<file path="config.mk">
export PLATFORM = sky130hd
export DESIGN_NAME = add_seq16
export DESIGN_NICKNAME = d
export VERILOG_FILES = /design/src/rtl/add_seq_pkg.sv /design/src/rtl/add_slice4.sv /design/src/rtl/add_seq16.sv
export SDC_FILE = /design/constraint.sdc
export NUM_CORES = 1
export LEC_CHECK = 0
export CAP_MARGIN = 20
export CORE_MARGIN = 4
export CORE_UTILIZATION = 30
export CTS_BUF_LIST = sky130_fd_sc_hd__clkbuf_8
export DETAILED_ROUTE_END_ITERATION = 16
export PLACE_DENSITY_LB_ADDON = 0.1
export SLEW_MARGIN = 10
export SYNTH_ARGS = -nofsm -noshare
export SYNTH_HDL_FRONTEND = slang
export SYNTH_HIERARCHICAL = 1
export SYNTH_SLANG_ARGS = --single-unit
</file>
<file path="constraint.sdc">
create_clock -name clk -period 4.2 [get_ports clk]
set_input_delay 1.05 -clock clk [delete_from_list [all_inputs] [get_ports clk]]
set_output_delay 1.05 -clock clk [all_outputs]
set_load 0.02 [all_outputs]
</file>
<file path="src/rtl/add_seq_pkg.sv">
//==============================================================================
// Module      : add_seq_pkg
// Description : Shared slice width, FSM state encoding and index-width helper
//               for the slice-serial adder/subtractor.
// Revision    : 1.0 - initial release
//==============================================================================
`default_nettype none

package add_seq_pkg;

    localparam int SLICE_W = 4;

    typedef enum logic [1:0] {
        IDLE = 2'd0,
        RUN  = 2'd1,
        DONE = 2'd2
    } state_t;

    // Width of a counter that must reach n-1; a single slice still needs one bit.
    function automatic int idx_width(input int n);
        return (n > 1) ? $clog2(n) : 1;
    endfunction

endpackage

`default_nettype wire

</file>
<file path="src/rtl/add_slice4.sv">
//==============================================================================
// Module      : add_slice4
// Description : 4-bit ripple-carry adder slice with carry in and carry out.
// Revision    : 1.0 - initial release
//==============================================================================
`default_nettype none

module add_slice4
    import add_seq_pkg::*;
(
    input  logic [SLICE_W-1:0] i_a,
    input  logic [SLICE_W-1:0] i_b,
    input  logic               i_ci,
    output logic [SLICE_W-1:0] o_s,
    output logic               o_co
);

    logic [SLICE_W:0] w_c;

    assign w_c[0] = i_ci;

    for (genvar i = 0; i < SLICE_W; i++) begin : g_bit
        assign o_s[i]   = i_a[i] ^ i_b[i] ^ w_c[i];
        assign w_c[i+1] = (i_a[i] & i_b[i]) | (i_a[i] & w_c[i]) | (i_b[i] & w_c[i]);
    end

    assign o_co = w_c[SLICE_W];

endmodule

`default_nettype wire

</file>
<file path="src/rtl/add_seq16.sv">
//==============================================================================
// Module      : add_seq16
// Description : Slice-serial W-bit adder/subtractor; one shared 4-bit slice
//               processes one nibble per cycle, valid/ready on both sides.
//               Macro ADD_SEQ_SUB_EN enables subtraction via op.
// Revision    : 1.0 - initial release
//==============================================================================
`default_nettype none

module add_seq16
    import add_seq_pkg::*;
#(
    parameter int NSLICE = 4
) (
    input  logic                      clk,
    input  logic                      reset,
    input  logic                      in_valid,
    output logic                      in_ready,
    input  logic [SLICE_W*NSLICE-1:0] A,
    input  logic [SLICE_W*NSLICE-1:0] B,
    input  logic                      op,
    output logic                      out_valid,
    input  logic                      out_ready,
    output logic [SLICE_W*NSLICE-1:0] sum,
    output logic                      cout,
    output logic                      ovf,
    output logic                      zero
);

    localparam int W    = SLICE_W * NSLICE;
    localparam int IDXW = idx_width(NSLICE);
    localparam logic [IDXW-1:0] C_IDX_LAST = IDXW'(NSLICE - 1);

    state_t            r_state;
    state_t            w_state_nxt;
    logic [W-1:0]      r_a;
    logic [W-1:0]      r_b;
    logic [W-1:0]      r_sum;
    logic [IDXW-1:0]   r_idx;
    logic              r_carry;
    logic              r_cout;
    logic              r_ovf;
    logic              r_zero;

    logic              w_sub;
    logic [W-1:0]      w_b_eff;
    logic              w_accept;
    logic              w_last;
    logic [SLICE_W-1:0] w_a_sl;
    logic [SLICE_W-1:0] w_b_sl;
    logic [SLICE_W-1:0] w_s_sl;
    logic              w_co_sl;
    logic [W-1:0]      w_sum_nxt;
    logic              w_in_ready;
    logic              w_out_valid;

`ifdef ADD_SEQ_SUB_EN
    assign w_sub = op;
`else
    // op is kept on the interface but has no effect in add-only builds.
    logic w_unused_op;
    assign w_unused_op = op;
    assign w_sub       = 1'b0;
`endif

    // Subtraction is A + ~B + 1: invert B here, inject the +1 as initial carry.
    assign w_b_eff  = w_sub ? ~B : B;
    assign w_accept = w_in_ready & in_valid;
    assign w_last   = (r_idx == C_IDX_LAST);

    // Select the current nibble of each operand.
    always_comb begin
        w_a_sl = '0;
        w_b_sl = '0;
        for (int i = 0; i < NSLICE; i++) begin
            if (r_idx == IDXW'(i)) begin
                w_a_sl = r_a[i*SLICE_W +: SLICE_W];
                w_b_sl = r_b[i*SLICE_W +: SLICE_W];
            end
        end
    end

    add_slice4 u_slice (
        .i_a  (w_a_sl),
        .i_b  (w_b_sl),
        .i_ci (r_carry),
        .o_s  (w_s_sl),
        .o_co (w_co_sl)
    );

    // Full result as it will look after this cycle's nibble is written back.
    always_comb begin
        w_sum_nxt = r_sum;
        for (int i = 0; i < NSLICE; i++) begin
            if (r_idx == IDXW'(i)) begin
                w_sum_nxt[i*SLICE_W +: SLICE_W] = w_s_sl;
            end
        end
    end

    always_ff @(posedge clk) begin
        if (reset) begin
            r_state <= IDLE;
        end else begin
            r_state <= w_state_nxt;
        end
    end

    always_comb begin
        w_state_nxt = r_state;
        w_in_ready  = 1'b0;
        w_out_valid = 1'b0;
        case (r_state)
            IDLE: begin
                w_in_ready = 1'b1;
                if (in_valid) begin
                    w_state_nxt = RUN;
                end
            end
            RUN: begin
                if (w_last) begin
                    w_state_nxt = DONE;
                end
            end
            DONE: begin
                w_out_valid = 1'b1;
                if (out_ready) begin
                    w_state_nxt = IDLE;
                end
            end
            default: begin
                w_state_nxt = IDLE;
            end
        endcase
    end

    always_ff @(posedge clk) begin
        if (reset) begin
            r_a     <= '0;
            r_b     <= '0;
            r_sum   <= '0;
            r_idx   <= '0;
            r_carry <= 1'b0;
            r_cout  <= 1'b0;
            r_ovf   <= 1'b0;
            r_zero  <= 1'b0;
        end else begin
            case (r_state)
                IDLE: begin
                    if (w_accept) begin
                        r_a     <= A;
                        r_b     <= w_b_eff;
                        r_carry <= w_sub;
                        r_idx   <= '0;
                    end
                end
                RUN: begin
                    r_sum   <= w_sum_nxt;
                    r_carry <= w_co_sl;
                    if (w_last) begin
                        r_idx  <= '0;
                        r_cout <= w_co_sl;
                        r_ovf  <= (r_a[W-1] == r_b[W-1]) && (w_sum_nxt[W-1] != r_a[W-1]);
                        r_zero <= (w_sum_nxt == '0);
                    end else begin
                        r_idx <= r_idx + IDXW'(1);
                    end
                end
                default: begin
                end
            endcase
        end
    end

    assign in_ready  = w_in_ready;
    assign out_valid = w_out_valid;
    assign sum       = r_sum;
    assign cout      = r_cout;
    assign ovf       = r_ovf;
    assign zero      = r_zero;

endmodule

`default_nettype wire
</file>
### Yosys cells after proc, flatten, opt, wreduce, memory -nomap -nowiden

Cells that the tools add are included.

* bits in registers: 56
* latch bits: 0
* RAM bits: 0
* memory bits (read-only): 0
* bits of input ports: 37
* output and inout port bits: 21
* logic and storage cells: 82
* memories kept: 0

* add/sub/neg operators: 1
* multipliers: 0
* divide/modulo/power cells: 0
* order comparisons: 0
* eq/ne operators: 11
* shift-type cells: 0
* mux-type cells: 23
* bitwise operators: 29
* reduce and logical (&&, ||, !) cells: 9

Operators by type and width (number)
* 4-bit 2-to-1 mux: 12
* 16-bit logical NOT: 1
* 1-bit bitwise AND: 13
* 2-bit 2-to-1 mux: 5
* 2-bit inequality test (second input constant): 4
* 1-bit OR: 8
* 1-bit XOR: 8
* 2-bit equality test (second input constant): 3
* 2-bit one-hot mux with 3 select lines: 1
* 2-bit AND reduction: 3
* 2-bit by 1-bit equality test with 1-bit output (second input constant): 2
* 2-bit logical NOT: 2
* 2-bit one-hot mux with 2 select lines: 1
* 1-bit 2-to-1 mux: 3
* 3-bit AND reduction: 1
* 2-bit by 1-bit adder with 2-bit output (second input constant): 1
* 1-bit one-hot mux with 2 select lines: 1
* 2-bit nonzero test: 1
* 1-bit equality test: 1
* 1-bit logical AND: 1
* 1-bit inequality test: 1

### Depth between registers and ports, before layout

* depth in word-level cells: 18
* depth in mapped cells: 20
* gate-level depth less buffers: 18

### Hierarchy

The synthesis kept the hierarchy.

Modules (own cells, without submodules)
* add_seq16: times used 1, cells an instance 324, area each 2504.9 sq um, seq. area each 1121.1 sq um
* add_slice4: times used 1, cells an instance 14, area each 117.6 sq um, seq. area each 0.0 sq um

### Worst setup path after synthesis

OpenSTA, ideal clock, no wires.

* kind: register -> register
* from: register r_idx[0]
* to: register r_zero, in the netlist zero
* library setup time: 0.059 ns
* arrival: 3.518 ns
* data required time: 4.141 ns
* setup slack: 0.623 ns
* cell stages (with the launch flop): 21
* buffers on the path: 3
* period minus slack after synthesis: 3.577 ns
* path through: dfxtp_1 > inv_1 > ha_1 > buf_2 > buf_2 > a21oi_1 > a21oi_1 > o21ai_0 > inv_1 > fa_1 > inv_1 > fa_1 > fa_1 > inv_1 > fa_1 > inv_1 > buf_2 > nor4_2 > a22oi_1 > nor3_1 > a31o_1

* word-level cells in the longest chain between the ends: 17
* elaborated cells on any way between the ends: 41
* those cells by class: 3 x eq/ne; 12 x mux; 23 x bitwise; 3 x reduce/logical

RTL lines
* start: declaration: RTL line add_seq16.sv:39 `logic [IDXW-1:0] r_idx;`
* start signal: assignment: RTL line add_seq16.sv:166 `r_idx <= r_idx + IDXW'(1);`
* 2-bit logical NOT: RTL line add_seq16.sv:76 `if (r_idx == IDXW'(i)) begin`
* 4-bit 2-to-1 mux (3 in a row): RTL line add_seq16.sv:76
* 4-bit 2-to-1 mux (*): RTL line add_seq16.sv:76
* via w_b_sl[0]: RTL line add_seq16.sv:50 `logic [SLICE_W-1:0] w_b_sl;`
* 1-bit bitwise AND: RTL line add_slice4.sv:24 `assign w_c[i+1] = (i_a[i] & i_b[i]) | (i_a[i] & w_c[i]) | (i_b[i] & w_c[i]);`
* 1-bit OR: RTL line add_slice4.sv:24
* 1-bit OR (*): RTL line add_slice4.sv:24
* 1-bit bitwise AND: RTL line add_slice4.sv:24
* 1-bit OR: RTL line add_slice4.sv:24
* 1-bit OR (*): RTL line add_slice4.sv:24
* 1-bit bitwise AND: RTL line add_slice4.sv:24
* 1-bit OR: RTL line add_slice4.sv:24
* 1-bit OR (*): RTL line add_slice4.sv:24
* 1-bit XOR (*): RTL line add_slice4.sv:23 `assign o_s[i] = i_a[i] ^ i_b[i] ^ w_c[i];`
* via w_s_sl[3]: RTL line add_seq16.sv:51 `logic [SLICE_W-1:0] w_s_sl;`
* 4-bit 2-to-1 mux: RTL line add_seq16.sv:95 `if (r_idx == IDXW'(i)) begin`
* 16-bit logical NOT (*): RTL line add_seq16.sv:164 `r_zero <= (w_sum_nxt == '0);`
* end signal: assignment: RTL line add_seq16.sv:164
* end: declaration: RTL line add_seq16.sv:43 `logic r_zero;`

Mark *: on every way through the listed nets, which the timed path passes. The rest lies on a longest branch.
A chain may end at the register's enable or synchronous reset.

### Worst setup path in the final report

* from: register r_idx[1]
* to: register r_zero, in the netlist zero

* word-level cells in the longest chain between the ends: 17
* elaborated cells on any way between the ends: 41
* those cells by class: 3 x eq/ne; 12 x mux; 23 x bitwise; 3 x reduce/logical

RTL lines
* 2-bit logical NOT: RTL line add_seq16.sv:76
* 4-bit 2-to-1 mux (3 in a row): RTL line add_seq16.sv:76
* 4-bit 2-to-1 mux (*): RTL line add_seq16.sv:76
* via w_a_sl[0]: RTL line add_seq16.sv:49 `logic [SLICE_W-1:0] w_a_sl;`
* 1-bit bitwise AND: RTL line add_slice4.sv:24
* 1-bit OR (*) (2 in a row): RTL line add_slice4.sv:24
* 1-bit bitwise AND: RTL line add_slice4.sv:24
* 1-bit OR: RTL line add_slice4.sv:24
* 1-bit OR (*): RTL line add_slice4.sv:24
* 1-bit bitwise AND: RTL line add_slice4.sv:24
* 1-bit OR: RTL line add_slice4.sv:24
* 1-bit OR (*): RTL line add_slice4.sv:24
* 1-bit XOR (*): RTL line add_slice4.sv:23
* via w_s_sl[3]: RTL line add_seq16.sv:51
* 4-bit 2-to-1 mux: RTL line add_seq16.sv:95
* 16-bit logical NOT (*): RTL line add_seq16.sv:164

Marked as above.

==> impl_metrics.toml <==
[timing]
skew_ns = 0.0113
tns_ns = 0
max_freq_mhz = 269
timing.final.crit_period_ns = 3.72
layout_worst_path_cycle_share_pct = 88.6
whs_ns = 0.461
final.setup.worst_slack_ns = 0.479
slew_headroom_pct = 29.0
tightest_slew_ns = 1.06
rsz0062_at_grt = "no"
finalHoldViolations = 0
finalMaxSlewViolations = 0
finalSetupViolCount = 0

[synth]
yosysMostFrequentCell = "nand2_1"
synth_top_area_share_pct = 42.7
ys.flop_type = "dfxtp_1"
synth_area_um2 = 2620
yosys.area.top_type = "dfxtp_1"
netlist_top_cells_area = "dfxtp_1 (43%), nand2_1 (14%), a21oi_1 (11%)"
ys_seq_area_share_pct = 42.7
ys_top_cells_by_count = "nand2_1 (98), a21oi_1 (60), dfxtp_1 (56)"
syn_avg_cell_area_um2 = 7.76
async_flop_share_pct = 0
synth_nets = 384
synth_cell_types = 33
postSynthCellCount = 338
synth_edf_count = 0
yosys_warnings = 6
ys_ff_latch = 56

[floorplan]
fp.dieH_um = 101
die_area_um2 = 10300
start_util_pct = 31.4
fp-row-count = 33
die_w_um = 101
coreArea_um2 = 8340
num_io_pins = 58

[detailed_routing]
ant_nets = 0
dr.pass1.iters = 4
postRouteWirelength_um = 6380
detail_route.iter0.violations = 50
drc_errors = 0
num_vias = 2279
wl_per_cell_um = 13.0
vias_per_cell = 4.64

[clock_network]
clkSlewWorstSetupHoldPaths_ns = 0.09
cts_buffer_depth = 2
clock-root-buffer = "clkbuf_8"
cts_tree = "done"
cts_resized = 0
holdBufCountCts = 0
post_cts_buffers = 0
clock_latency_ns = 0.31
numClockSinks = 56
cts_max_level = 2
cts_buffers = 5

[cells_and_area]
utilization_pct = 39.9
fin_area_um2 = 3330
diodes = 0
drive_gt1_share_pct = 5.96
fin_nets = 431
syn_to_final_growth_pct = 26.8

[setup_path]
cpLargestDelayFamily = "adder cells"
cp_max_fo = 10
cp_slowest_cell = "fa_1"
cp_num_buf_inv = 5
crit-reg2reg-launch = "r_idx[1]"
cp_slowest_stage_delay_ns = 0.52
crit_required_ns = 4.45
timing.critical_path.mode_cell = "inv_1"
crit_path_cell_trace = "inv_1 -> ha_1 -> nand3b_1 -> a21oi_1 -> a21oi_1 -> o21ai_0 -> inv_1 -> fa_1 -> inv_1 -> fa_1 -> fa_1 -> inv_1 -> fa_1 -> inv_1 -> nor4_2 -> a22oi_1 -> nor3_1 -> a31o_1"
critical_path_class = "reg -> reg"
end_kind = "flop"
critPathLaunch = "r_idx[1]"
startpoint_type = "flop"
worstPathArrival_ns = 3.97

[placed_design]
pre_cts_ws_ns = 0.432
dp_hpwl_um = 4550
port_buffers = 56
place_area_um2 = 3220
place_congestion = 0.775

[outcome]
status = "finished, final reports clean"

[global_routing]
grt_pass1_wl_um = 10300
grt_usage_pct = 12.6
grt_overflow = 0
grt_pass1_vias = 2189
grt_max_degree = 58
antenna_found_initial = 0

[hold_path]
hold_class = "reg -> reg"
hold_start = "r_b[14]"

[power]
internal_power_uw = 778
power_density_nw_per_um2 = 323
pwr-share-seq_pct = 52.9
p_comb_share_pct = 18.6
power_frac_clock_pct = 28.5
p_sw_share_pct = 27.7
p_sw_uw = 298
vdd_drop_max_uv = 131
p_leak_uw = 0.00129

[run]
drv_cap = 0
[placed cells by master, fill, tap and decap left out]
cell type         n
a31o_1            1
a31oi_1           2
nor2b_2           1
nand3b_1          8
and2b_1           1
nand2_1          98
nor3b_2           1
clkbuf_8          6
buf_2             1
o21ai_0           8
nor2_1           19
a22oi_1           1
inv_1            16
nor4_1            5
and2_4            1
o22ai_1           1
a21oi_1          60
buf_4             7
clkdlybuf4s50_1  55
nor3_1            3
fa_1              4
ha_1              5
a211oi_1          2
and2_1            1
nand2b_1          2
nand3_1           2
mux2i_1          12
dfxtp_1          56
nor2_2            1
clkinv_2          2
or2b_1            1
nor4_2            1
buf_8             1
nand2_2           1
[tightest hold or removal path: cells and delay by family (launching register included)]
family / cells / cell delay (ns)
flip-flops: 1 / 0.32
AO/OA/AOI/OAI: 1 / 0.05
AND/OR/NAND/NOR: 1 / 0.05
[registers in the layout, summed over array words and instances (netlist names)]
name     flops
cout         1
ovf          1
r_a         16
r_b         16
r_carry      1
r_idx        2
r_state      2
sum         16
zero         1
[final timing paths]
check             slack, ns      end  depth (start not counted)
setup / recovery       0.48     zero                         18
hold / removal         0.46  r_b[14]                          2
setup reg to reg       0.48     zero                         18
hold reg to reg        0.46  r_b[14]                          2
[metrics by stage]
step | cells | power (uW)
global route | 491 | 1130
CTS | 490 | 1090
finish | 491 | 1080
detailed placement | 482 | 783
global placement | 482 | 780
floorplan | 338 | 709
[area by class of cell]
class / count / area, um^2
clock buffer: 6 / 82.6
timing repair buffer: 64 / 623
multi-input combinational: 242 / 1300
clock inverter: 2 / 10.0
inverter: 16 / 60.1
fill: 887 / 5010
tap: 105 / 131
sequential: 56 / 1120
[power by group through the flow]
stage / Sequential [uW] / Combinational, uW / Clock [uW]
after global routing: 573 / 225 / 337
after floorplan: 582 / 127 / 0
final: 569 / 200 / 306
after global placement: 581 / 199 / 0
after detailed placement: 582 / 201 / 0
after CTS: 570 / 201 / 320
[routing by layer]
metal	wire length, um	vias up	GRT usage [%]
li1	-	1198	-
met1	3060	1036	16.8
met2	3000	38	20.8
met3	263	7	2.55
met4	59	0	3.07
met5	0	-	0
[cell families (layout without fill, tap and decap cells)]
logic type | count (synthesis) | in the layout | share of synthesized area, %
buffers and inverters | 40 | 88 | 7.78
multiplexers | 12 | 12 | 4.58
adder cells (fa/ha/maj) | 9 | 9 | 5.44
AO/OA/AOI/OAI | 75 | 75 | 14.9
flip-flops | 56 | 56 | 42.7
AND/OR/NAND/NOR | 146 | 146 | 24.6
Note: power is estimated with default switching activity, not from simulation.
